`config.mk`:
```
export PLATFORM = sky130hd
export DESIGN_NAME = uart_rx_fifo_flat
export DESIGN_NICKNAME = d
export VERILOG_FILES = /design/src/rtl/uart_rx_fifo_if.sv /design/src/rtl/uart_rx_fifo.sv /design/src/flat_wrapper.sv
export SDC_FILE = /design/constraint.sdc
export NUM_CORES = 1
export LEC_CHECK = 0
export ABC_CLOCK_PERIOD_IN_PS = 3550
export BUFFER_PORTS_ARGS = -buffer_cell sky130_fd_sc_hd__clkbuf_2
export CAP_MARGIN = 20
export CORE_UTILIZATION = 60
export DETAILED_ROUTE_END_ITERATION = 8
export GPL_ROUTABILITY_DRIVEN = 0
export PLACE_DENSITY = 0.81
export SLEW_MARGIN = 10
export SYNTH_ARGS = -nofsm -noshare
export SYNTH_HDL_FRONTEND = slang
export SYNTH_SLANG_ARGS = --single-unit
export TNS_END_PERCENT = 1
```
`constraint.sdc`:
```
create_clock -name clk_i -period 3.55 [get_ports clk_i]
set_clock_uncertainty 0.05 [all_clocks]
set_input_delay 0.355 -clock clk_i [delete_from_list [all_inputs] [get_ports clk_i]]
set_output_delay 0.355 -clock clk_i [all_outputs]
set_load 0.01 [all_outputs]
```
`src/rtl/uart_rx_fifo_if.sv`:
```
// Receiver-to-consumer bus of the UART receive FIFO: write strobe, pop request,
// overrun clear and the FIFO status outputs.
interface uart_rx_fifo_if #(
  parameter int AW = 4
);
  logic [7:0]  rx_data_i;
  logic        rx_ack_i;
  logic        rd_en_i;
  logic        ovr_clr_i;
  logic [7:0]  rd_data_o;
  logic        empty_o;
  logic        full_o;
  logic        hwm_o;
  logic [AW:0] count_o;
  logic        overrun_o;

  modport master (
    output rx_data_i, rx_ack_i, rd_en_i, ovr_clr_i,
    input  rd_data_o, empty_o, full_o, hwm_o, count_o, overrun_o
  );

  modport slave (
    input  rx_data_i, rx_ack_i, rd_en_i, ovr_clr_i,
    output rd_data_o, empty_o, full_o, hwm_o, count_o, overrun_o
  );
endinterface

```
`src/rtl/uart_rx_fifo.sv`:
```
// UART receive FIFO: one write per rising edge of the receiver strobe, first-word
// fall-through read port, high-water flag and sticky overrun on dropped bytes.
module uart_rx_fifo #(
  parameter int DEPTH = 16,
  parameter int AW    = 4,
  parameter int HWM   = 12
) (
  input  logic           clk_i,
  input  logic           rst_n_i,
  uart_rx_fifo_if.slave  bus
);
  localparam logic [AW:0] FULL_CNT = (AW+1)'(DEPTH);
  localparam logic [AW:0] HWM_CNT  = (AW+1)'(HWM);

  logic [7:0]    mem [DEPTH];
  logic [AW-1:0] wr_ptr;
  logic [AW-1:0] rd_ptr;
  logic [AW:0]   count;
  logic          ack_q;
  logic          overrun;

  logic wr;
  logic pop;
  logic full;
  logic wr_ok;
  logic drop;

  // ack_q resets to 1 so a strobe already high at reset release is not a new frame
  assign wr    = bus.rx_ack_i & ~ack_q;
  assign full  = (count == FULL_CNT);
  assign pop   = bus.rd_en_i & (count != '0);
  assign wr_ok = wr & (~full | pop);
  assign drop  = wr & full & ~pop;

  always_ff @(posedge clk_i or negedge rst_n_i) begin
    if (!rst_n_i) begin
      ack_q   <= 1'b1;
      wr_ptr  <= '0;
      rd_ptr  <= '0;
      count   <= '0;
      overrun <= 1'b0;
    end else begin
      ack_q <= bus.rx_ack_i;
      if (wr_ok) wr_ptr <= wr_ptr + 1'b1;
      if (pop)   rd_ptr <= rd_ptr + 1'b1;
      case ({wr_ok, pop})
        2'b10:   count <= count + 1'b1;
        2'b01:   count <= count - 1'b1;
        default: count <= count;
      endcase
      // a drop in the same cycle as a clear keeps the flag set
      if (drop)               overrun <= 1'b1;
      else if (bus.ovr_clr_i) overrun <= 1'b0;
    end
  end

  always_ff @(posedge clk_i) begin
    if (wr_ok) mem[wr_ptr] <= bus.rx_data_i;
  end

  assign bus.rd_data_o = mem[rd_ptr];
  assign bus.count_o   = count;
  assign bus.empty_o   = (count == '0);
  assign bus.full_o    = full;
  assign bus.hwm_o     = (count >= HWM_CNT);
  assign bus.overrun_o = overrun;
endmodule

```
`src/flat_wrapper.sv`:
```
// flat-port wrapper written by rule: the top's interface ports become plain ports
module uart_rx_fifo_flat 
#(
  parameter int DEPTH = 16,
  parameter int AW    = 4,
  parameter int HWM   = 12
)
  (clk_i, rst_n_i, bus_rx_data_i, bus_rx_ack_i, bus_rd_en_i, bus_ovr_clr_i, bus_rd_data_o, bus_empty_o, bus_full_o, bus_hwm_o, bus_count_o, bus_overrun_o);
  uart_rx_fifo_if #(.AW(AW)) bus_i ();
  input  logic clk_i;
  input  logic rst_n_i;
  input wire logic [$bits(bus_i.rx_data_i)-1:0] bus_rx_data_i;
  input wire logic [$bits(bus_i.rx_ack_i)-1:0] bus_rx_ack_i;
  input wire logic [$bits(bus_i.rd_en_i)-1:0] bus_rd_en_i;
  input wire logic [$bits(bus_i.ovr_clr_i)-1:0] bus_ovr_clr_i;
  output wire logic [$bits(bus_i.rd_data_o)-1:0] bus_rd_data_o;
  output wire logic [$bits(bus_i.empty_o)-1:0] bus_empty_o;
  output wire logic [$bits(bus_i.full_o)-1:0] bus_full_o;
  output wire logic [$bits(bus_i.hwm_o)-1:0] bus_hwm_o;
  output wire logic [$bits(bus_i.count_o)-1:0] bus_count_o;
  output wire logic [$bits(bus_i.overrun_o)-1:0] bus_overrun_o;
  assign bus_i.rx_data_i = bus_rx_data_i;
  assign bus_i.rx_ack_i = bus_rx_ack_i;
  assign bus_i.rd_en_i = bus_rd_en_i;
  assign bus_i.ovr_clr_i = bus_ovr_clr_i;
  assign bus_rd_data_o = bus_i.rd_data_o;
  assign bus_empty_o = bus_i.empty_o;
  assign bus_full_o = bus_i.full_o;
  assign bus_hwm_o = bus_i.hwm_o;
  assign bus_count_o = bus_i.count_o;
  assign bus_overrun_o = bus_i.overrun_o;
  uart_rx_fifo #(.DEPTH(DEPTH), .AW(AW), .HWM(HWM)) u_core (.clk_i(clk_i), .rst_n_i(rst_n_i), .bus(bus_i));
endmodule
```
==> results of run 1 <==
-- state kept, by name, indices dropped and copies added (netlist names) --
register / count
u_core.rd_ptr: 4
u_core.mem: 128
u_core.wr_ptr: 4
u_core.bus.count_o: 5
u_core.bus.overrun_o: 1
u_core.ack_q: 1
-- Yosys cell counts, types with 2 or more instances --
library cell,n,area [sq um]
and2_1,16,100.1
buf_1,4,15.01
buf_4,3,22.52
clkbuf_1,2,7.510
dfrtp_1,14,350.3
edfxtp_1,128,3844
ha_1,7,87.58
inv_1,4,15.01
mux2_2,2,22.52
mux4_2,40,900.9
nand2_1,12,45.04
nand4_1,2,12.51
nor2_1,8,30.03
nor2_4,2,22.52
nor3b_1,2,15.01
o21ai_0,4,20.02
o31ai_1,2,15.01
xnor2_1,8,70.07
xor2_1,2,17.52
-- worst register-to-register path, stage by stage (launching register included) --
cell and delay, ns:
dfrtp_1 0.45, or4_4 0.59, o21ai_4 0.22, nor2_4 0.09, mux2_2 0.27, ha_1 0.25
nor2_1 0.15, o31ai_1 0.12, o31ai_4 0.08, o22ai_2 0.11, xor2_1 0.15
-- how the worst min path moves through the flow --
stage | startpoint | endpoint | slack [ns] | cells after the start
2_1_floorplan | rst_n_i | u_core.bus.count_o[0] | 0.009 | 0
3_3_place_gp | rst_n_i | u_core.bus.count_o[4] | 0.25 | 1
3_5_place_dp | rst_n_i | u_core.bus.count_o[4] | 0.26 | 1
4_1_cts | bus_rd_en_i | u_core.bus.overrun_o | 0.09 | 2
5_1_grt | bus_rd_en_i | u_core.bus.overrun_o | 0.14 | 2
6_report | bus_rd_en_i | u_core.bus.overrun_o | 0.14 | 2
-- metrics by stage --
stage,util,hold slack [ns],std cells,area [sq um],setup slack (ns)
2_1_floorplan,-,0.009409,280,5786,1.026
4_1_cts,0.7194,0.09351,465,6679,0.6118
5_1_grt,0.7194,0.1385,465,6679,0.5773
3_3_place_gp,0.6539,0.2477,430,6071,1.003
3_5_place_dp,0.6539,0.2561,430,6071,0.9269
6_report,0.7194,0.1389,465,6679,0.6350
-- layout make-up --
cell class | count | share of cell area
clock buffers | 17 | 0.06201
clock inverters | 15 | 0.02454
flip-flops and latches | 143 | 0.6321
repair buffers | 35 | 0.03147
well taps | 129 | 0.02417
multi-input cells | 122 | 0.2235
inverters | 4 | 0.002248
-- kinds of logic (layout without fill, tap and decap cells) --
group / count (synthesis) / in the layout / synth area share
flip-flops: 143 / 143 / 0.7295
AND/OR/NAND/NOR: 50 / 50 / 0.04844
multiplexers: 42 / 42 / 0.1596
buffers and inverters: 15 / 71 / 0.01254
AO/OA/AOI/OAI: 13 / 13 / 0.01968
XOR/XNOR: 10 / 10 / 0.01514
adder cells (fa/ha/maj): 7 / 7 / 0.01514
-- per-layer routing --
layer | routed length [um] | up-vias | part of all wire | track usage
li1 | - | 1225 | - | -
met1 | 4636 | 1495 | 0.42 | 0.3583
met2 | 5395 | 144 | 0.49 | 0.3646
met3 | 748 | 21 | 0.068 | 0.05919
met4 | 249 | 0 | 0.023 | 0.1148
met5 | 0 | - | 0 | 0
-- cell usage in the layout (no fill, tap or decap), types with 2 or more instances in the layout --
master / netlist / final
xor2_1: 2 / 2
inv_1: 4 / 4
o31ai_1: 2 / 2
o21ai_0: 4 / 4
buf_4: 3 / 2
ha_1: 7 / 7
edfxtp_1: 128 / 128
and2_1: 16 / 16
dlygate4sd3_1: 0 / 3
clkbuf_16: 0 / 16
mux4_2: 40 / 40
nor2_1: 8 / 8
dfrtp_1: 14 / 13
inv_6: 0 / 6
inv_8: 0 / 5
nand2_1: 12 / 12
nor2_4: 2 / 2
nor3b_1: 2 / 2
nand4_1: 2 / 2
mux2_2: 2 / 2
xnor2_1: 8 / 8
clkinv_4: 0 / 2
clkbuf_2: 0 / 29
-- what timing repair did --
action                                  4_1_cts  5_1_grt
endpoints found under the hold margin        17        0
hold buffers                                  3        0
endpoints found under the setup margin        0        0
-- report_power, final --
| part | total, W | internal (W) | switching [W] | leakage (nW) |
|---|---|---|---|---|
| combinational | 0.00141 | 0.000750 | 0.000660 | 0.671 |
| clock | 0.00172 | 0.000968 | 0.000756 | 0.284 |
| sequential | 0.00218 | 0.00199 | 0.000192 | 1.33 |
| total | 0.00532 | 0.00371 | 0.00161 | 2.29 |
==> flow_summary.json, run 1 <==
{
  "r2r_setup_slack_ns": 0.91,
  "grt_max_degree": 36,
  "crit_top_cell": "mux4_2",
  "crit_chain": "buf_4 > mux4_2 > mux4_2 > clkbuf_2",
  "tritoncts": "yes",
  "drt_pre_antenna_iters": 5,
  "io_buffer_count": 29,
  "slew_headroom": 0.5423,
  "post-route-period-util": 0.8211,
  "yosysSeqAreaShare": 0.7295,
  "path_class": "reg -> out",
  "htree_num_levels": 4,
  "crit_path_end_kind": "output pin",
  "crit_cells": 4,
  "start_util": 0.6232,
  "p_leak_nw": 2.286,
  "synth-async-reset-ratio": 0.1049,
  "critPathMaxStageDelay_ns": 0.57,
  "rows": 35,
  "cts_setup_buffers": 0,
  "dp_hpwl_um": 6184,
  "cts_num_sinks": 143,
  "critPathMaxFanout": 14,
  "finalCriticalPeriod_ns": 2.915,
  "total_power_w": 0.005317,
  "grt_usage": 0.2476,
  "syn-num-nets": 300,
  "gr-total-overflow": 0,
  "ios": 30,
  "drcViolationCount": 0,
  "grt_pass1_vias": 2855,
  "cts_buffer_depth": 2,
  "startpoint_type": "flop",
  "drtIter0Drc": 366,
  "syn_inst": 280,
  "tns_ns": 0,
  "cp_num_buf_inv": 2,
  "wl_per_cell_um": 23.72,
  "die_y_um": 100.2,
  "seq_area_sq_mm": 0.004222,
  "outcome": "finished, final reports clean",
  "grt_pass1_wl_um": 16730,
  "fmax_mhz": 343.1,
  "n_fill_cell": 551,
  "reg2regPathDepth": 10,
  "critPathCapture": "bus_rd_data_o[1]",
  "ir_drop_mv": 0.3684,
  "dieArea_sq_mm": 0.01004,
  "antenna_found_initial": 0,
  "setup_violations": 0,
  "drv_cap": 0,
  "hold_viol": 0,
  "syn_avg_cell_area_sq_um": 20.66,
  "n_antenna_cell": 0,
  "vias": 2885,
  "final_nets": 343,
  "slowest_stage": "mux4_2",
  "rsz0062_at_grt": "false",
  "required_ns": 3.14,
  "clkSlewWorstSetupHoldPaths_ns": 0.06,
  "die_x_um": 100.2,
  "crit_start": "u_core.rd_ptr[0]",
  "syn2layout_area_growth_pct": 15.44,
  "ys_types": 37,
  "ys.flop_type": "edfxtp_1",
  "drv_slew": 0,
  "reg2reg_to": "u_core.bus.count_o[4]",
  "worstHoldPathType": "in -> reg",
  "final_layout_size_suffix_gt1_frac": 0.3423,
  "crit_family": "multiplexers",
  "clk_latency_ns": 0.52,
  "routed_via_density": 6.204,
  "ys_seq_elements": 143,
  "synth-edff-count": 128,
  "crit_arrival_ns": 2.51,
  "r2r_start": "u_core.bus.count_o[0]",
  "routed_wl_um": 11030,
  "multi_input_area_sq_mm": 0.001493,
  "cts-root-buf": "clkbuf_8",
  "postRouteAntennaNets": 0,
  "numCtsBuffers": 17,
  "ctsResizeCount": 0,
  "core_area_sq_mm": 0.009284,
  "syn-cell-area_sq_mm": 0.005786,
  "yosys_warnings": 0,
  "tightest_slew_ns": 0.6866,
  "p_per_area_mw_per_mm2": 796.0
}
(Power assumes the default switching activity.)
==> run 2, diff against run 1 <==
Settings changed: ABC_AREA set to 1, ABC_CLOCK_PERIOD_IN_PS 3550 to 2700.
Clock period 3.55 ns to 2.7 ns, I/O delays scaled along.
==> run 2 against run 1 <==
Compared with the run above:
- area after synthesis increased by 3.7%
- global-route usage grew 2.2 points
- cell area up 4.8%
- via count grew 35%
- highest routed layer unchanged
- clock power rose by 35%
- count of clock-buffer cells in the layout increased by 1
- combinational power up 73%
- sequential share of layout area fell by 2.9 points
- total power is 43% higher
- first-iteration DRC count fell by 17%
- worst hold slack lost 0.026 ns
==> flow_summary.json, run 2 <==
{
  "routed_wl_um": 13300,
  "pwr-share-seq": 0.374,
  "ys_top_cells_by_area": "edfxtp_1 (64%), dfrtp_1 (5.8%), nor2_1 (4.4%)",
  "synthSimpleGateAreaFrac": 0.1080,
  "synth_area_leader_cell": "edfxtp_1",
  "synth-edff-count": 128,
  "critPathMaxFanout": 36,
  "fin_hold_ws_ns": 0.1129,
  "drcViolationCount": 0,
  "grt_max_degree": 57,
  "grt_usage": 0.2697,
  "syn2layout_area_growth_pct": 16.66,
  "drt_pre_antenna_iters": 6,
  "die_x_um": 102.0,
  "p_int_w": 0.004945,
  "rsz0062_at_grt": "false",
  "wl_per_cell_um": 20.62,
  "gr-total-overflow": 0,
  "tightest_slew_ns": 0.8477,
  "synth-adder-area-share": 0.01459,
  "drv_cap": 0,
  "reg2regPathDepth": 8,
  "placedCellCount": 610,
  "required_ns": 2.38,
  "netlist.area_leader.share": 0.6404,
  "crit_path_end_kind": "output pin",
  "clk_latency_ns": 0.51,
  "core_area_sq_mm": 0.009729,
  "regMostFlops": "u_core.mem",
  "ir_drop_mv": 0.7275,
  "clkSlewWorstSetupHoldPaths_ns": 0.06,
  "ios": 30,
  "dieArea_sq_mm": 0.01041,
  "startpoint_type": "flop",
  "final_nets": 519,
  "dp_slack_ns": 0.4981,
  "holdPathStages": 3,
  "synth-async-reset-ratio": 0.1049,
  "yosys_warnings": 0,
  "dp_hpwl_um": 8183,
  "ys_seq_elements": 143,
  "grt_pass1_wl_um": 19930,
  "synth-xor-area-share": 0.01167,
  "fmax_mhz": 387.3,
  "crit_arrival_ns": 2.26,
  "finish.utilization": 0.7197,
  "drtIter0Drc": 304,
  "yosys-top-cells-count": "edfxtp_1 (128), nor2_1 (70), nand2_1 (40), o21ai_0 (34)",
  "antenna_found_initial": 0,
  "yosysSeqAreaShare": 0.7031,
  "final_layout_size_suffix_gt1_frac": 0.1914,
  "syn_avg_cell_area_sq_um": 13.34,
  "start_util": 0.6169,
  "post-route-period-util": 0.9562,
  "path_class": "reg -> out",
  "tns_ns": 0,
  "ys_types": 30,
  "postRouteAntennaNets": 0,
  "cts_buffer_depth": 2,
  "power_frac_clock": 0.305,
  "layout_commonest_cell": "edfxtp_1",
  "hold_viol": 0,
  "outcome": "finished, final reports clean",
  "synth_most_common_cell": "edfxtp_1",
  "synth_top_family_by_area": "simple AND/OR/NAND/NOR gates",
  "slew_headroom": 0.4328,
  "setup_violations": 0,
  "ys.flop_type": "edfxtp_1",
  "syn-cell-area_sq_mm": 0.006002,
  "die_y_um": 102.0,
  "fin_cells": 645,
  "combPwrFrac": 0.321,
  "synth_compound_area_frac": 0.09172,
  "syn-num-nets": 470,
  "htree_num_levels": 4,
  "vias": 3888,
  "grt_pass1_vias": 3703,
  "worstHoldPathType": "in -> reg",
  "layout_common_cells": "edfxtp_1 (128), nor2_1 (70), nand2_1 (40)",
  "cts_num_sinks": 143,
  "io_buffer_count": 29,
  "syn_inst": 450,
  "routed_via_density": 6.028,
  "rows": 36,
  "tritoncts": "yes",
  "drv_slew": 0,
  "synth.area.mux_share": 0.03669,
  "switchingPower_w": 0.002645,
  "fin_ws_ns": 0.1182,
  "power.share.switching": 0.3485,
  "cts-root-buf": "clkbuf_8",
  "p_leak_nw": 2.613,
  "numCtsBuffers": 17,
  "largest_reg_flops": 128,
  "p_per_area_mw_per_mm2": 1084,
  "finalCriticalPeriod_ns": 2.582,
  "n_antenna_cell": 0
}
[run 2: cell types whose count changed after synthesis, sizes merged, moves of 15 or more]
cell    previous run  this run
nor2              10        73
mux4              40         0
nand2             12        49
o21ai              5        37
mux2i              0        22
o221ai             0        22
inv                4        23
and2              16         0
nand3              1        16
[run 2: layer usage]
layer / part of all wire / routed length [um] / vias up / track usage
met5: 0 / 0 / - / 0
met4: 0.026 / 350 / 0 / 0.1088
met3: 0.078 / 1039 / 31 / 0.05951
met2: 0.51 / 6814 / 199 / 0.4517
met1: 0.38 / 5097 / 1893 / 0.3442
li1: - / - / 1765 / -
[run 2: path summary, 6_finish.rpt]
| path | from | end | slack, ns |
|---|---|---|---|
| setup / recovery | u_core.rd_ptr[0] | bus_rd_data_o[5] | 0.12 |
| hold / removal | bus_rd_en_i | u_core.rd_ptr[0] | 0.11 |
| setup reg to reg | u_core.bus.count_o[2] | u_core.mem[0][1] | 0.48 |
| hold reg to reg | u_core.bus.count_o[4] | u_core.bus.count_o[4] | 0.46 |
| max in group asynchronous | rst_n_i | u_core.ack_q | 2.11 |
| min in group asynchronous | rst_n_i | u_core.bus.count_o[4] | 0.17 |
[run 2: cells by family (layout without fill, tap and decap cells)]
family	count (synthesis)	count (layout)
buffers and inverters	48	110
AOI/OAI and AO/OA	80	80
muxes	22	22
adders and majority gates	7	7
xor gates and xnor gates	8	8
and+or+nand+nor	142	142
DFF	143	143
[run 2: power by group through the flow]
stage,sequential [W],combinational (W),clock (W)
global route,0.00285,0.00265,0.00242
floorplan,0.00277,0.00168,0
finish,0.00284,0.00244,0.00232
global placement,0.00284,0.00230,0
detailed placement,0.00286,0.00239,0
CTS,0.00282,0.00243,0.00233
[run 2: repair_timing]
action                                  CTS  global route
endpoints found under the hold margin    17             0
gates resized for setup                   0             2
hold buffers                              3             0
setup buffers                             0             0
endpoints found under the setup margin    0             7
[run 2: area by class of cell]
type	instances	area, sq um
Clock buffer	18	417.9
Tap cell	133	166.4
Sequential cell	143	4223
Clock inverter	14	172.7
Inverter	26	107.6
Fill cell	609	2728
Multi-Input combinational cell	259	1577
Timing Repair Buffer	52	337.8
[run 2: through the flow]
stage	total power, W	cell area, sq um
after floorplan	0.004447	6002
after global placement	0.005138	6376
after detailed placement	0.005249	6376
after CTS	0.007580	6997
after global routing	0.007928	7002
final	0.007590	7002
[run 2: worst max-delay path, cell delays in order (launching register included)]
cell and delay (ns):
dfrtp_2 0.40, buf_4 0.40, nor2_1 0.10, o32ai_1 0.44, o211ai_1 0.18, nand2_1 0.09, clkbuf_2 0.12
==> run 3, diff against run 2 <==
Settings changed: RECOVER_POWER set to 50.
==> run 3 against run 2 <==
Compared with the run above:
- maximum frequency increased by 0.47%
- count of clock-buffer cells in the layout unchanged
- sequential cell count did not move
- cell area decreased by 0.55%
- setup slack improved by 0.012 ns
- worst hold slack improved by 0.12 ns
- non-clock buffer count unchanged
- total power fell by 0.45%
- register-to-register slack worse by 0.30 ns
==> flow_summary.json, run 3 (synthesis results as in run 2) <==
{
  "multi_input_area_sq_mm": 0.001554,
  "tns_ns": 0,
  "cts_buffer_depth": 2,
  "fmax_mhz": 389.2,
  "rows": 36,
  "clk_latency_ns": 0.51,
  "busiest_layer": "met2",
  "reg2regPathDepth": 8,
  "numCtsBuffers": 17,
  "finalCriticalPeriod_ns": 2.570,
  "path_class": "reg -> out",
  "grt_usage": 0.2697,
  "clkSlewWorstSetupHoldPaths_ns": 0.06,
  "outcome": "finished, final reports clean",
  "grt_pass1_wl_um": 19930,
  "vias": 3904,
  "crit_start": "u_core.rd_ptr[0]",
  "cts-root-buf": "clkbuf_8",
  "start_util": 0.6169,
  "io_buffer_count": 29,
  "grt_max_degree": 57,
  "met2_usage": 0.4517,
  "fin_hold_ws_ns": 0.2298,
  "drtIter0Drc": 281,
  "dp_hpwl_um": 8183,
  "ir_drop_mv": 0.7118,
  "final_nets": 519,
  "post-route-period-util": 0.9517,
  "p_leak_nw": 2.571,
  "layout_commonest_cell": "edfxtp_1",
  "cts_num_sinks": 143,
  "required_ns": 2.38,
  "p_int_w": 0.004933,
  "holdPathStages": 4,
  "total_power_w": 0.007556,
  "power.share.switching": 0.3471,
  "fin_cells": 645,
  "tritoncts": "yes",
  "cts_setup_buffers": 0,
  "die_x_um": 102.0,
  "drv_cap": 0,
  "regMostFlops": "u_core.mem",
  "tightest_slew_ns": 0.8752,
  "largest_reg_flops": 128,
  "r2r_setup_slack_ns": 0.18,
  "grtUsageMet1": 0.3442,
  "combPwrFrac": 0.319,
  "dieArea_sq_mm": 0.01041,
  "drcViolationCount": 0,
  "routed_wl_um": 13200,
  "slew_headroom": 0.4165,
  "use_met3": 0.05951,
  "htree_num_levels": 4,
  "die_y_um": 102.0,
  "crit_arrival_ns": 2.25,
  "hold_viol": 0,
  "setup_violations": 0,
  "grt_pass1_vias": 3703,
  "drv_slew": 0,
  "reg2reg_to": "u_core.mem[0][1]",
  "gr-total-overflow": 0,
  "r2r_start": "u_core.bus.count_o[2]",
  "whs_endpoint": "u_core.bus.count_o[1]",
  "core_area_sq_mm": 0.009729,
  "placedCellCount": 610,
  "final_layout_size_suffix_gt1_frac": 0.1602,
  "n_fill_cell": 618,
  "critPathMaxFanout": 36,
  "p_per_area_mw_per_mm2": 1085,
  "syn2layout_area_growth_pct": 16.01,
  "hold_start": "bus_rd_en_i",
  "postRouteAntennaNets": 0,
  "seq_area_sq_mm": 0.004223,
  "worstHoldPathType": "in -> reg",
  "ios": 30,
  "pwr-share-seq": 0.374,
  "layout_common_cells": "edfxtp_1 (128), nor2_1 (71), nand2_1 (41)",
  "startpoint_type": "flop",
  "switchingPower_w": 0.002623,
  "power_frac_clock": 0.306,
  "routed_via_density": 6.053,
  "wl_per_cell_um": 20.46,
  "crit_path_end_kind": "output pin",
  "n_antenna_cell": 0,
  "rsz0062_at_grt": "false",
  "drt_pre_antenna_iters": 5,
  "antenna_found_initial": 0
}
## run 3: per-layer routing
layer | up-vias | part of all wire
met1 | 1903 | 0.38
li1 | 1761 | -
met2 | 210 | 0.52
met5 | - | 0
met4 | 0 | 0.026
met3 | 30 | 0.077
## run 3: how the worst max path moves through the flow
stage	cells after the start	slack [ns]	to
2_1_floorplan	8	0.86	u_core.mem[0][0]
3_3_place_gp	8	0.63	u_core.mem[0][7]
3_5_place_dp	8	0.50	u_core.mem[5][6]
4_1_cts	7	0.007	bus_rd_data_o[6]
5_1_grt	6	0.01	bus_rd_data_o[5]
6_report	6	0.13	bus_rd_data_o[5]
## run 3: power groups by stage
| stage | Clock (W) | Combinational (W) | Sequential [W] |
|---|---|---|---|
| after detailed placement | 0 | 0.00239 | 0.00286 |
| final | 0.00232 | 0.00241 | 0.00283 |
| after global routing | 0.00242 | 0.00262 | 0.00285 |
| after floorplan | 0 | 0.00168 | 0.00277 |
| after CTS | 0.00233 | 0.00243 | 0.00282 |
| after global placement | 0 | 0.00230 | 0.00284 |
## run 3: worst max-delay path, stage by stage, from the launching register on
cell and delay [ns]:
dfrtp_2 0.40, buf_4 0.40, nor2_1 0.10, o32ai_1 0.44, o211ai_1 0.18, nand2_1 0.09, clkbuf_2 0.12
## run 3: timing repair
action                                  CTS  global route
hold endpoints to repair                 17             0
gates resized for setup                   0             2
hold buffers                              3             0
endpoints found under the setup margin    0             7
## run 3: layout make-up
type | instances | share of cell area
clock buffer | 18 | 0.06002
sequential | 143 | 0.6065
timing repair buffer | 52 | 0.04618
multi-input combinational | 259 | 0.2232
inverter | 26 | 0.01545
tap | 133 | 0.02390
clock inverter | 14 | 0.02480
## run 3: stage by stage
stage / util / cell area, sq um / setup slack [ns]
after floorplan: - / 6002 / 0.8569
after global placement: 0.6554 / 6376 / 0.6314
after detailed placement: 0.6554 / 6376 / 0.4981
after CTS: 0.7191 / 6997 / 0.007079
after global routing: 0.7157 / 6963 / 0.01444
final: 0.7157 / 6963 / 0.1303
